<file path="config.mk">
export PLATFORM = sky130hd
export DESIGN_NAME = ring_nic
export DESIGN_NICKNAME = d
export VERILOG_FILES = /design/src/rtl/ring_nic.sv
export SDC_FILE = /design/constraint.sdc
export NUM_CORES = 1
export LEC_CHECK = 0
export BUFFER_PORTS_ARGS = -buffer_cell sky130_fd_sc_hd__buf_4
export CAP_MARGIN = 15
export CORE_MARGIN = 2
export CORE_UTILIZATION = 52
export CTS_CLUSTER_DIAMETER = 60
export DETAILED_ROUTE_END_ITERATION = 10
export PLACE_DENSITY_LB_ADDON = 0.05
export SYNTH_ARGS = -nofsm -noshare
export SYNTH_HDL_FRONTEND = slang
export SYNTH_SLANG_ARGS = --single-unit
</file>
<file path="constraint.sdc">
create_clock -name clk -period 2.8 [get_ports clk]
set_input_delay 0.14 -clock clk [delete_from_list [all_inputs] [get_ports clk]]
set_output_delay 0.14 -clock clk [all_outputs]
set_load 0.02 [all_outputs]
</file>
<file path="src/rtl/ring_nic.sv">
// PE-side network interface for a ring router: an input FIFO fed by the router,
// an output FIFO drained into the router, and a 4-register processor map.
module ring_nic #(
  parameter int WIDTH = 64,
  parameter int DEPTH = 4
) (
  input  logic             clk,
  input  logic             reset,
  input  logic [1:0]       addr,
  input  logic [WIDTH-1:0] d_in,
  output logic [WIDTH-1:0] d_out,
  input  logic             nicEn,
  input  logic             nicWrEn,
  input  logic             net_si,
  output logic             net_ri,
  input  logic [WIDTH-1:0] net_di,
  output logic             net_so,
  input  logic             net_ro,
  output logic [WIDTH-1:0] net_do,
  input  logic             net_polarity
);

  localparam int AW = $clog2(DEPTH);
  localparam int CW = AW + 1;

  localparam logic [1:0] A_IN_DATA  = 2'b00;
  localparam logic [1:0] A_IN_STAT  = 2'b01;
  localparam logic [1:0] A_OUT_DATA = 2'b10;
  localparam logic [1:0] A_OUT_STAT = 2'b11;

  logic [WIDTH-1:0] in_mem  [DEPTH];
  logic [WIDTH-1:0] out_mem [DEPTH];
  logic [AW-1:0]    in_wr, in_rd, out_wr, out_rd;
  logic [CW-1:0]    in_count, out_count;
  logic             drop;

  logic in_full, in_empty, out_full, out_empty;
  logic rd_en, wr_en;
  logic in_push, in_pop, out_push, out_pop, drop_set;
  logic [WIDTH-1:0] out_head;
  logic [WIDTH-1:0] rd_data;

  assign in_full   = (in_count == CW'(DEPTH));
  assign in_empty  = (in_count == '0);
  assign out_full  = (out_count == CW'(DEPTH));
  assign out_empty = (out_count == '0);

  assign rd_en = nicEn && !nicWrEn;
  assign wr_en = nicEn && nicWrEn;

  // Handshakes: a transfer happens at a rising edge where the sender's valid
  // (net_si / net_so) and the receiver's ready (net_ri / net_ro) are both high.
  // Our ready (net_ri) depends only on FIFO state; our valid (net_so) may look
  // at net_ro and the ring phase, since the router's ready never waits on it.
  assign net_ri   = !in_full;
  assign in_push  = net_si && net_ri;
  assign in_pop   = rd_en && (addr == A_IN_DATA) && !in_empty;

  assign out_head = out_mem[out_rd];
  assign net_so   = !out_empty && net_ro && (out_head[WIDTH-1] == net_polarity);
  assign net_do   = out_empty ? '0 : out_head;
  assign out_pop  = net_so;
  // Fullness is the pre-edge value, so a write racing a drain is still dropped.
  assign out_push = wr_en && (addr == A_OUT_DATA) && !out_full;
  assign drop_set = wr_en && (addr == A_OUT_DATA) && out_full;

  always_comb begin
    rd_data = '0;
    case (addr)
      A_IN_DATA: if (!in_empty) rd_data = in_mem[in_rd];
      A_IN_STAT: begin
        rd_data[8 +: CW] = in_count;
        rd_data[1]       = in_full;
        rd_data[0]       = !in_empty;
      end
      A_OUT_STAT: begin
        rd_data[8 +: CW] = out_count;
        rd_data[2]       = drop;
        rd_data[1]       = out_empty;
        rd_data[0]       = out_full;
      end
      default: rd_data = '0;
    endcase
  end

  // Packet storage carries no reset; validity is tracked by the counts.
  always_ff @(posedge clk) begin
    if (in_push)  in_mem[in_wr]   <= net_di;
    if (out_push) out_mem[out_wr] <= d_in;
  end

  always_ff @(posedge clk or negedge reset) begin
    if (!reset) begin
      in_wr     <= '0;
      in_rd     <= '0;
      in_count  <= '0;
      out_wr    <= '0;
      out_rd    <= '0;
      out_count <= '0;
      drop      <= 1'b0;
      d_out     <= '0;
    end else begin
      if (in_push)  in_wr  <= in_wr + 1'b1;
      if (in_pop)   in_rd  <= in_rd + 1'b1;
      if (out_push) out_wr <= out_wr + 1'b1;
      if (out_pop)  out_rd <= out_rd + 1'b1;

      case ({in_push, in_pop})
        2'b10:   in_count <= in_count + 1'b1;
        2'b01:   in_count <= in_count - 1'b1;
        default: in_count <= in_count;
      endcase

      case ({out_push, out_pop})
        2'b10:   out_count <= out_count + 1'b1;
        2'b01:   out_count <= out_count - 1'b1;
        default: out_count <= out_count;
      endcase

      if (drop_set)
        drop <= 1'b1;
      else if (rd_en && (addr == A_OUT_STAT))
        drop <= 1'b0;

      if (rd_en) d_out <= rd_data;
    end
  end

endmodule
</file>
==> results of run 1 <==
-- where the power goes --
part           switching, mW  leakage [nW]  internal, mW
clock                   3.16         0.918          4.29
sequential             0.509          5.69          10.8
combinational           4.04          3.63          3.80
-- state kept, by name, indices dropped and copies added (netlist names) --
register / cells
out_wr: 2
in_rd: 2
out_count: 3
in_wr: 2
out_rd: 2
in_count: 3
out_mem: 256
drop: 1
d_out: 64
in_mem: 256
-- cell families after synthesis --
| logic type | after synthesis | synth area share, % |
|---|---|---|
| AO/OA/AOI/OAI | 78 | 2.91 |
| XOR/XNOR | 14 | 0.552 |
| adder cells (fa/ha/maj) | 16 | 0.969 |
| buffers and inverters | 63 | 1.67 |
| flip-flops | 591 | 78.2 |
| multiplexers | 133 | 13.2 |
| AND/OR/NAND/NOR | 98 | 2.56 |
-- per-stage QoR --
step	worst slack [ns]	instances	power (mW)	instance area (um^2)	utilization [%]
finish	0.197	2025	26.6	28200	67.2
global route	0.0361	2025	27.9	28200	67.2
CTS	0.0164	2024	27.0	28200	67.2
detailed placement	0.465	1778	19.4	25000	59.5
global placement	0.558	1778	19.3	25000	59.5
floorplan	0.0634	993	16.6	22200	-
-- synth_stat cells, drive strengths merged --
| master | number |
|---|---|
| dfrtp | 79 |
| a221o | 1 |
| o31a | 1 |
| a22oi | 1 |
| nor3 | 1 |
| nand2 | 11 |
| mux2i | 4 |
| nand2b | 2 |
| o21ai | 6 |
| xor2 | 7 |
| nand3 | 1 |
| clkbuf | 16 |
| and2 | 4 |
| a21oi | 4 |
| mux4 | 127 |
| mux2 | 2 |
| xnor2 | 7 |
| inv | 13 |
| a32o | 1 |
| buf | 34 |
| a222oi | 3 |
| o31ai | 2 |
| fa | 2 |
| ha | 14 |
| and3 | 5 |
| edfxtp | 512 |
| or3 | 1 |
| nor2b | 65 |
| a22o | 58 |
| nor3b | 1 |
| a31oi | 1 |
| nor2 | 6 |
| or2 | 1 |
-- final timing paths --
| check | startpoint | endpoint | slack, ns | depth (start not counted) |
|---|---|---|---|---|
| max in group asynchronous | reset | d_out[30]$_DFFE_PN0N_ | 2.03 | 3 |
| setup / recovery | out_rd[0]$_DFFE_PN0P_ | net_do[26] | 0.20 | 4 |
| hold / removal | net_ro | out_rd[1]$_DFFE_PN0P_ | 0.04 | 4 |
| min in group asynchronous | reset | d_out[21]$_DFFE_PN0N_ | 0.12 | 2 |
| setup reg to reg | out_rd[1]$_DFFE_PN0P_ | out_count[2]$_DFFE_PN0P_ | 0.49 | 10 |
| hold reg to reg | d_out[8]$_DFFE_PN0N_ | d_out[8]$_DFFE_PN0N_ | 0.50 | 2 |
-- routing by layer --
metal	vias up	part of all wire (%)	global-route usage (%)
met2	294	51	35.2
met4	0	2.2	6.39
met5	-	0	0
met3	65	5.9	4.62
met1	5726	40	27.4
li1	4957	-	-
-- repair_timing --
action | CTS | global route
hold buffers | 137 | 0
setup endpoints to repair | 0 | 18
gates resized for setup | 0 | 1
endpoints found under the hold margin | 556 | 0
setup buffers | 0 | 0
-- cell usage in the layout, fill, tap and decap left out, types with 13 or more instances in the layout --
cell type and n:
edfxtp_1 512, mux4_2 127, buf_4 279, dfrtp_1 75
dlygate4sd3_1 137, nor2b_1 64, ha_1 14, buf_12 16
clkbuf_1 15, clkinv_2 14, clkbuf_16 59, inv_1 13
a22o_1 58
-- worst reg2reg max path, delay by kind of cell (launching register included) --
kind / cells / cell delay (ns)
buf+inv: 1 / 0.06
simple gates: 2 / 0.26
xor+xnor: 3 / 0.46
mux: 2 / 0.46
fa+ha+maj: 2 / 0.58
flops: 1 / 0.41
-- area by class of cell --
| type | instances | area [um^2] |
|---|---|---|
| inverter | 13 | 48.8 |
| clock inverter | 26 | 185 |
| timing repair buffer | 433 | 3800 |
| sequential | 591 | 17400 |
| fill | 2807 | 13800 |
| tap | 539 | 674 |
| clock buffer | 83 | 1660 |
| multi-input combinational | 339 | 4510 |
| antenna | 1 | 2.50 |
==> reports/results.ini, run 1 <==
[worst_setup_path]
crit_family=buffers and inverters
worst_path_max_delay_cell=mux4_2
crit_path_max_fanout=66
cp-start-kind=register
cpPeakStageDelay_ns=0.58
path_buf_inv=2
cp.required_ns=2.66
end_kind=output pin
path_class=register to output pin
worstPathArrival_ns=2.46
path_cells=buf_12 -> mux4_2 -> nor2b_1 -> buf_4

[clock_network]
worstSkewPairLatency_ns=0.60
root_buffer=clkbuf_16
cts_tree=built
path_clk_slew_ns=0.06
htreeDepth=2
cts_buffers=58
cts.sinks=591
clk_path_buf_depth=3

[power_and_ir_drop]
p_per_area_nw_per_um2=943
leakage_nw=10.2
ir_drop_mv=0.682

[placed_design]
dp_hpwl_um=26400
portBuffers=266
gp_congestion=0.724

[synth]
ys_types=37
ys_seq_area_share_pct=78.2
syn_area_um2=22200
synth_area_leader_cell=edfxtp_1
syn_nets=1146
syn_inst=993
avgSynthCellArea_um2=22.4
ys_top_cells_by_area=edfxtp_1 69%, mux4_2 13%, dfrtp_1 8.9%
netlist.area_leader.share_pct=69.3
yosysWarnings=0
yosys_register_bits=591

[drt]
num_vias=11042
first_iter_violations=703
ant_nets=0
drt_wl_total_um=45300
vias_per_cell=5.45
wl_per_cell_um=22.4
route.detailed.drc=0
first_pass_iters=6

[timing]
setup_viol_count_final=0
finClkSkew_ns=0.0195
hold_slack_ns=0.0358
hold_viol=0
finalCritPeriodShare_pct=93.0
tns_ns=0
rsz0062_at_grt=no
fmax_mhz=384
maxSlewViolCount=0
maxSlewHeadroom_pct=40.3
period_minus_slack_ns=2.60
worstMarginPinSlew_ns=0.896

[floorplan]
num_io_pins=267
initial_core_util_pct=52.8
die_w_um=211
coreArea_um2=42000
num_rows=75
design.die.area_um2=44400
die_h_um=211

[grt]
grt_pass1_wl_um=69100
grt_max_degree=68
antenna_found_initial=1
grt_overflow=0
grt_pass1_vias=11799
grt_usage_pct=20.9

[worst_hold_path]
min_path_type=input port to register

[finish]
drive_gt1_share_pct=35.5
syn_to_final_growth_pct=27.2
nets=1589

[run]
maxCapViolations=0

[outcome]
status=finished clean

Power figures use the tool's default switching activity.
==> run 2: changes to the inputs <==
Settings changed: CORE_MARGIN 2 to default, CTS_CLUSTER_SIZE from default to 16.
==> run 2 against run 1 <==
- critical path type unchanged
- final cell count is 1.3% lower
- non-clock buffer count is 1 lower
- combinational power is 0.9% higher
- clock skew hardly changed
- worst hold slack better by 0.025 ns
- flip-flop and latch count stayed put
- first-iteration DRC count is 7.3% lower
- clock power is 17% lower
- wire length is 2.1% lower
- sequential power hardly changed
- sequential share of layout area is 1.1 points higher
- die area is 1.9% lower
==> reports/results.ini, run 2 (synthesis results as in run 1) <==
[finish]
fill_cells=2848  ; +1.5%
utilization_pct=66.0  ; -1.1 points
top_regs=in_mem x256, out_mem x256, d_out x64
syn_to_final_growth_pct=25.1
most-common-layout-cells=512 x edfxtp_1, 279 x buf_4, 137 x dlygate4sd3_1
final-seq-area_um2=17400  ; unchanged
final_area_um2=27800  ; -1.7%
nets=1575  ; -0.88%
drive_gt1_share_pct=34.2  ; -1.3 points
stdcell_count=1998  ; -1.3%
layout.cells.most_common=edfxtp_1
multi_input_area_um2=4520  ; +0.17%

[floorplan]
die_w_um=209  ; -0.95%
num_io_pins=267  ; unchanged
initial_core_util_pct=52.8  ; unchanged
num_rows=75  ; unchanged
coreArea_um2=42000  ; unchanged
design.die.area_um2=43500  ; -1.9%
die_h_um=209  ; -0.95%

[grt]
grt_pass1_vias=11965  ; +1.4%
grt_usage_pct=21.0  ; +0.14 points
antenna_found_initial=3  ; +2
grt_pass1_wl_um=68500  ; -0.90%
grt_max_degree=68  ; unchanged
grt_overflow=0  ; unchanged

[worst_setup_path]
r2r-end=out_count[2]$_DFFE_PN0P_
cp-start-kind=register
worstPathArrival_ns=2.46  ; about the same
cp.required_ns=2.66  ; about the same
path_class=register to output pin
rr_startpoint=out_rd[1]$_DFFE_PN0P_
end_kind=output pin
crit_path_max_fanout=66  ; unchanged
reg2reg_depth=10  ; unchanged
rrSetupSlack_ns=0.55  ; +0.06 ns

[run]
maxCapViolations=0  ; unchanged

[timing]
fmax_mhz=384  ; about the same
setup_viol_count_final=0  ; unchanged
period_minus_slack_ns=2.60  ; +0.000622 ns
finalCritPeriodShare_pct=93.0  ; about the same
worstMarginPinSlew_ns=0.929  ; +0.0326 ns
tns_ns=0  ; unchanged
finClkSkew_ns=0.0195  ; +0.0000579 ns
rsz0062_at_grt=no
worst_slack_ns=0.197  ; -0.000622 ns
maxSlewViolCount=0  ; unchanged
hold_viol=0  ; unchanged
maxSlewHeadroom_pct=38.1  ; -2.2 points

[drt]
wl_per_cell_um=22.2  ; -0.78%
drt_wl_total_um=44400  ; -2.1%
first_pass_iters=6  ; unchanged
vias_per_cell=5.48  ; +0.53%
route.detailed.drc=0  ; unchanged
num_vias=10952  ; -0.82%
ant_nets=0  ; unchanged
first_iter_violations=652  ; -7.3%

[clock_network]
cts_buffers=45  ; -22%
cts_tree=built
root_buffer=clkbuf_16
clk_path_buf_depth=3  ; unchanged
cts.sinks=591  ; unchanged
path_clk_slew_ns=0.07  ; about the same
worstSkewPairLatency_ns=0.58  ; -0.02 ns
htreeDepth=2  ; unchanged
post-cts-setup-buffers=0  ; unchanged

[power_and_ir_drop]
seqPwrFrac_pct=44.5  ; +1.9 points
swShare_pct=29.5  ; +0.57 points
p_per_area_nw_per_um2=914  ; -3.1%
p_sw_mw=7.48  ; -2.8%
combPwrFrac_pct=31.1  ; +1.7 points
ir_drop_mv=0.640  ; -6.2%
clkPwrFrac_pct=24.3  ; -3.7 points
leakage_nw=9.96  ; -2.7%
p_int_mw=17.9  ; -5.5%

[placed_design]
dp_hpwl_um=25800  ; -2.3%
gp_congestion=0.728  ; +0.58%
dpl_worst_slack_ns=0.524  ; +0.0584 ns
dp_cells=1777  ; -0.056%
place_area_um2=25000  ; about the same
portBuffers=266  ; unchanged

[outcome]
status=finished clean

[worst_hold_path]
hold_end=out_wr[0]$_DFFE_PN0P_
hold_start=nicEn
min_path_type=input port to register
whs_path_depth=4  ; unchanged

[run 2: critical path, cell delays in order, from the launching register on]
cell     delay [ns]
dfrtp_4        0.44
buf_12         0.44
mux4_2         0.58
nor2b_1        0.16
buf_4          0.21
[run 2: how the worst max path moves through the flow]
stage | from | endpoint | slack (ns) | cells after the start
final | out_rd[0]$_DFFE_PN0P_ | net_do[15] | 0.20 | 4
after global routing | out_rd[0]$_DFFE_PN0P_ | net_do[15] | 0.05 | 4
after CTS | out_rd[1]$_DFFE_PN0P_ | net_do[15] | 0.02 | 4
after detailed placement | out_rd[1]$_DFFE_PN0P_ | out_count[2]$_DFFE_PN0P_ | 0.52 | 10
after global placement | out_count[0]$_DFFE_PN0P_ | out_mem[3][17]$_DFFE_PP_ | 0.60 | 5
after floorplan | in_count[0]$_DFFE_PN0P_ | in_mem[0][0]$_DFFE_PP_ | 0.06 | 3
[run 2: cell type report]
type                       count  share of cell area (%)
sequential                   591                    62.5
multi-input combinational    339                    16.3
timing repair buffer         432                    13.6
clock buffer                  70                    4.58
tap                          539                    2.43
clock inverter                11                   0.361
inverter                      13                   0.176
antenna                        3                  0.0270
[run 2: what timing repair did]
action | 4_1_cts | 5_1_grt
hold buffers | 137 | 0
endpoints found under the hold margin | 565 | 0
resized for setup | 0 | 1
setup endpoints to repair | 0 | 5
[run 2: metrics by stage]
stage	hold slack [ns]	total power [mW]
CTS	0.0314	25.8
detailed placement	0.144	19.4
finish	0.0603	25.4
global route	0.0642	26.5
global placement	0.137	19.3
floorplan	-0.156	16.6
[run 2: routing by layer]
metal | up-vias | global-route usage [%] | routed length [um]
met3 | 59 | 5.29 | 2620
met5 | - | 0 | 0
met2 | 257 | 36.7 | 22900
li1 | 4920 | - | -
met4 | 0 | 4.79 | 736
met1 | 5716 | 26.6 | 18000
[run 2: power by group through the flow]
stage,clock network [mW],logic (mW),registers (mW)
after floorplan,0,4.98,11.6
after global placement,0,7.86,11.5
after detailed placement,0,7.91,11.5
after CTS,6.35,8.09,11.3
after global routing,6.64,8.48,11.4
final,6.17,7.90,11.3
==> run 3: changes to the inputs <==
Settings changed: MAX_ROUTING_LAYER from default to met4.
==> run 3 against run 2 <==
- final cell count increased by 0.10%
- first-iteration DRC count decreased by 2.6%
- register-to-register slack about the same
- clock-buffer cell count unchanged
- power about the same
==> reports/results.ini, run 3 (synthesis results as in run 1) <==
[floorplan]
die_w_um=209  ; unchanged
num_io_pins=267  ; unchanged
initial_core_util_pct=52.8  ; unchanged
coreArea_um2=42000  ; unchanged
design.die.area_um2=43500  ; unchanged
die_h_um=209  ; unchanged
num_rows=75  ; unchanged

[worst_setup_path]
path_class=register to output pin
cpPeakStageDelay_ns=0.58  ; about the same
path_cells=buf_12 -> mux4_2 -> nor2b_1 -> buf_4
cp.required_ns=2.66  ; about the same
worst_path_max_delay_cell=mux4_2
end_kind=output pin
crit_path_max_fanout=66  ; unchanged
worstPathArrival_ns=2.46  ; about the same
cp-start-kind=register

[clock_network]
worstSkewPairLatency_ns=0.58  ; about the same
root_buffer=clkbuf_16
htreeDepth=2  ; unchanged
path_clk_slew_ns=0.07  ; about the same
cts_buffers=45  ; unchanged
cts_tree=built
post-cts-setup-buffers=0  ; unchanged
clk_path_buf_depth=3  ; unchanged
cts.sinks=591  ; unchanged

[placed_design]
dp_cells=1777  ; unchanged
dp_hpwl_um=25800  ; unchanged
place_area_um2=25000  ; unchanged
dpl_worst_slack_ns=0.524  ; unchanged
portBuffers=266  ; unchanged
gp_congestion=0.738  ; +1.4%

[drt]
first_iter_violations=635  ; -2.6%
vias_per_cell=5.48  ; about the same
first_pass_iters=4  ; -2
num_vias=10961  ; +0.082%
ant_nets=0  ; unchanged
drt_wl_total_um=44400  ; about the same
route.detailed.drc=0  ; unchanged
wl_per_cell_um=22.2  ; about the same

[finish]
utilization_pct=66.1  ; about the same
final_area_um2=27800  ; about the same
drive_gt1_share_pct=34.2  ; unchanged
layout.cells.most_common=edfxtp_1
nets=1575  ; unchanged
most-common-layout-cells=512 x edfxtp_1, 279 x buf_4, 137 x dlygate4sd3_1
syn_to_final_growth_pct=25.1  ; about the same
stdcell_count=2000  ; +0.10%
top_regs=in_mem x256, out_mem x256, d_out x64

[timing]
fmax_mhz=385  ; +0.21%
finalCritPeriodShare_pct=92.8  ; -0.19 points
maxSlewViolCount=0  ; unchanged
worst_slack_ns=0.202  ; +0.00545 ns
finClkSkew_ns=0.0201  ; +0.000612 ns
hold_viol=0  ; unchanged
maxSlewHeadroom_pct=37.8  ; -0.31 points
period_minus_slack_ns=2.60  ; -0.00545 ns
setup_viol_count_final=0  ; unchanged
tns_ns=0  ; unchanged
hold_slack_ns=0.0595  ; -0.000798 ns
rsz0062_at_grt=no
worstMarginPinSlew_ns=0.933  ; +0.00459 ns

[power_and_ir_drop]
swShare_pct=29.5  ; about the same
combPwrFrac_pct=31.1  ; about the same
ir_drop_mv=0.639  ; about the same
p_per_area_nw_per_um2=913  ; about the same
clkPwrFrac_pct=24.3  ; about the same
p_sw_mw=7.48  ; about the same
seqPwrFrac_pct=44.5  ; about the same
leakage_nw=9.96  ; about the same
p_int_mw=17.9  ; about the same
total_power_mw=25.4  ; about the same

[outcome]
status=finished clean

[run]
maxCapViolations=0  ; unchanged

[worst_hold_path]
min_path_type=input port to register

[grt]
grt_max_degree=68  ; unchanged
antenna_found_initial=5  ; +2
grt_usage_pct=21.7  ; +0.68 points
grt_pass1_wl_um=68500  ; unchanged
grt_pass1_vias=11969  ; +0.033%
grt_overflow=0  ; unchanged

## run 3: cell types whose count changed in the layout (fill, tap and decap cells not counted), sizes merged
cell   before  now
diode       3    5
## run 3: timing repair
| action | CTS | global route |
|---|---|---|
| endpoints found under the setup margin | 0 | 5 |
| hold buffers | 137 | 0 |
| endpoints found under the hold margin | 565 | 0 |
| resized for setup | 0 | 1 |
## run 3: area by class of cell
class                           count  area (um^2)
Inverter                           13         48.8
Clock inverter                     11          100
Antenna cell                        5         12.5
Timing Repair Buffer              432         3780
Tap cell                          539          674
Multi-Input combinational cell    339         4520
Fill cell                        2848        14300
Sequential cell                   591        17400
Clock buffer                       70         1270
## run 3: path summary, 6_finish.rpt
path	start	to	slack [ns]	depth (start not counted)
worst min register to register	d_out[9]$_DFFE_PN0N_	d_out[9]$_DFFE_PN0N_	0.49	2
worst min-delay path	nicEn	out_wr[0]$_DFFE_PN0P_	0.06	4
worst max register to register	out_rd[1]$_DFFE_PN0P_	out_count[2]$_DFFE_PN0P_	0.55	10
worst max-delay path	out_rd[0]$_DFFE_PN0P_	net_do[15]	0.20	4
max in group asynchronous	reset	d_out[20]$_DFFE_PN0N_	2.04	3
min in group asynchronous	reset	d_out[42]$_DFFE_PN0N_	0.08	2
## run 3: power groups by stage
stage / clock (mW) / combinational, mW / sequential [mW]
2_1_floorplan: 0 / 4.98 / 11.6
3_3_place_gp: 0 / 7.86 / 11.5
3_5_place_dp: 0 / 7.91 / 11.5
4_1_cts: 6.35 / 8.09 / 11.3
5_1_grt: 6.64 / 8.48 / 11.4
6_report: 6.17 / 7.90 / 11.3
## run 3: per-layer routing
metal  global-route usage (%)  part of all wire [%]
met5                        -                     0
met2                     36.5                    52
met1                     26.8                    41
met4                     4.89                   1.7
met3                     5.18                   5.5
## run 3: worst max-delay path, delay by kind of cell (launching register included)
kind                   cells  cell delay, ns
DFF                        1            0.44
buffers and inverters      2            0.65
muxes                      1            0.58
and+or+nand+nor            1            0.16
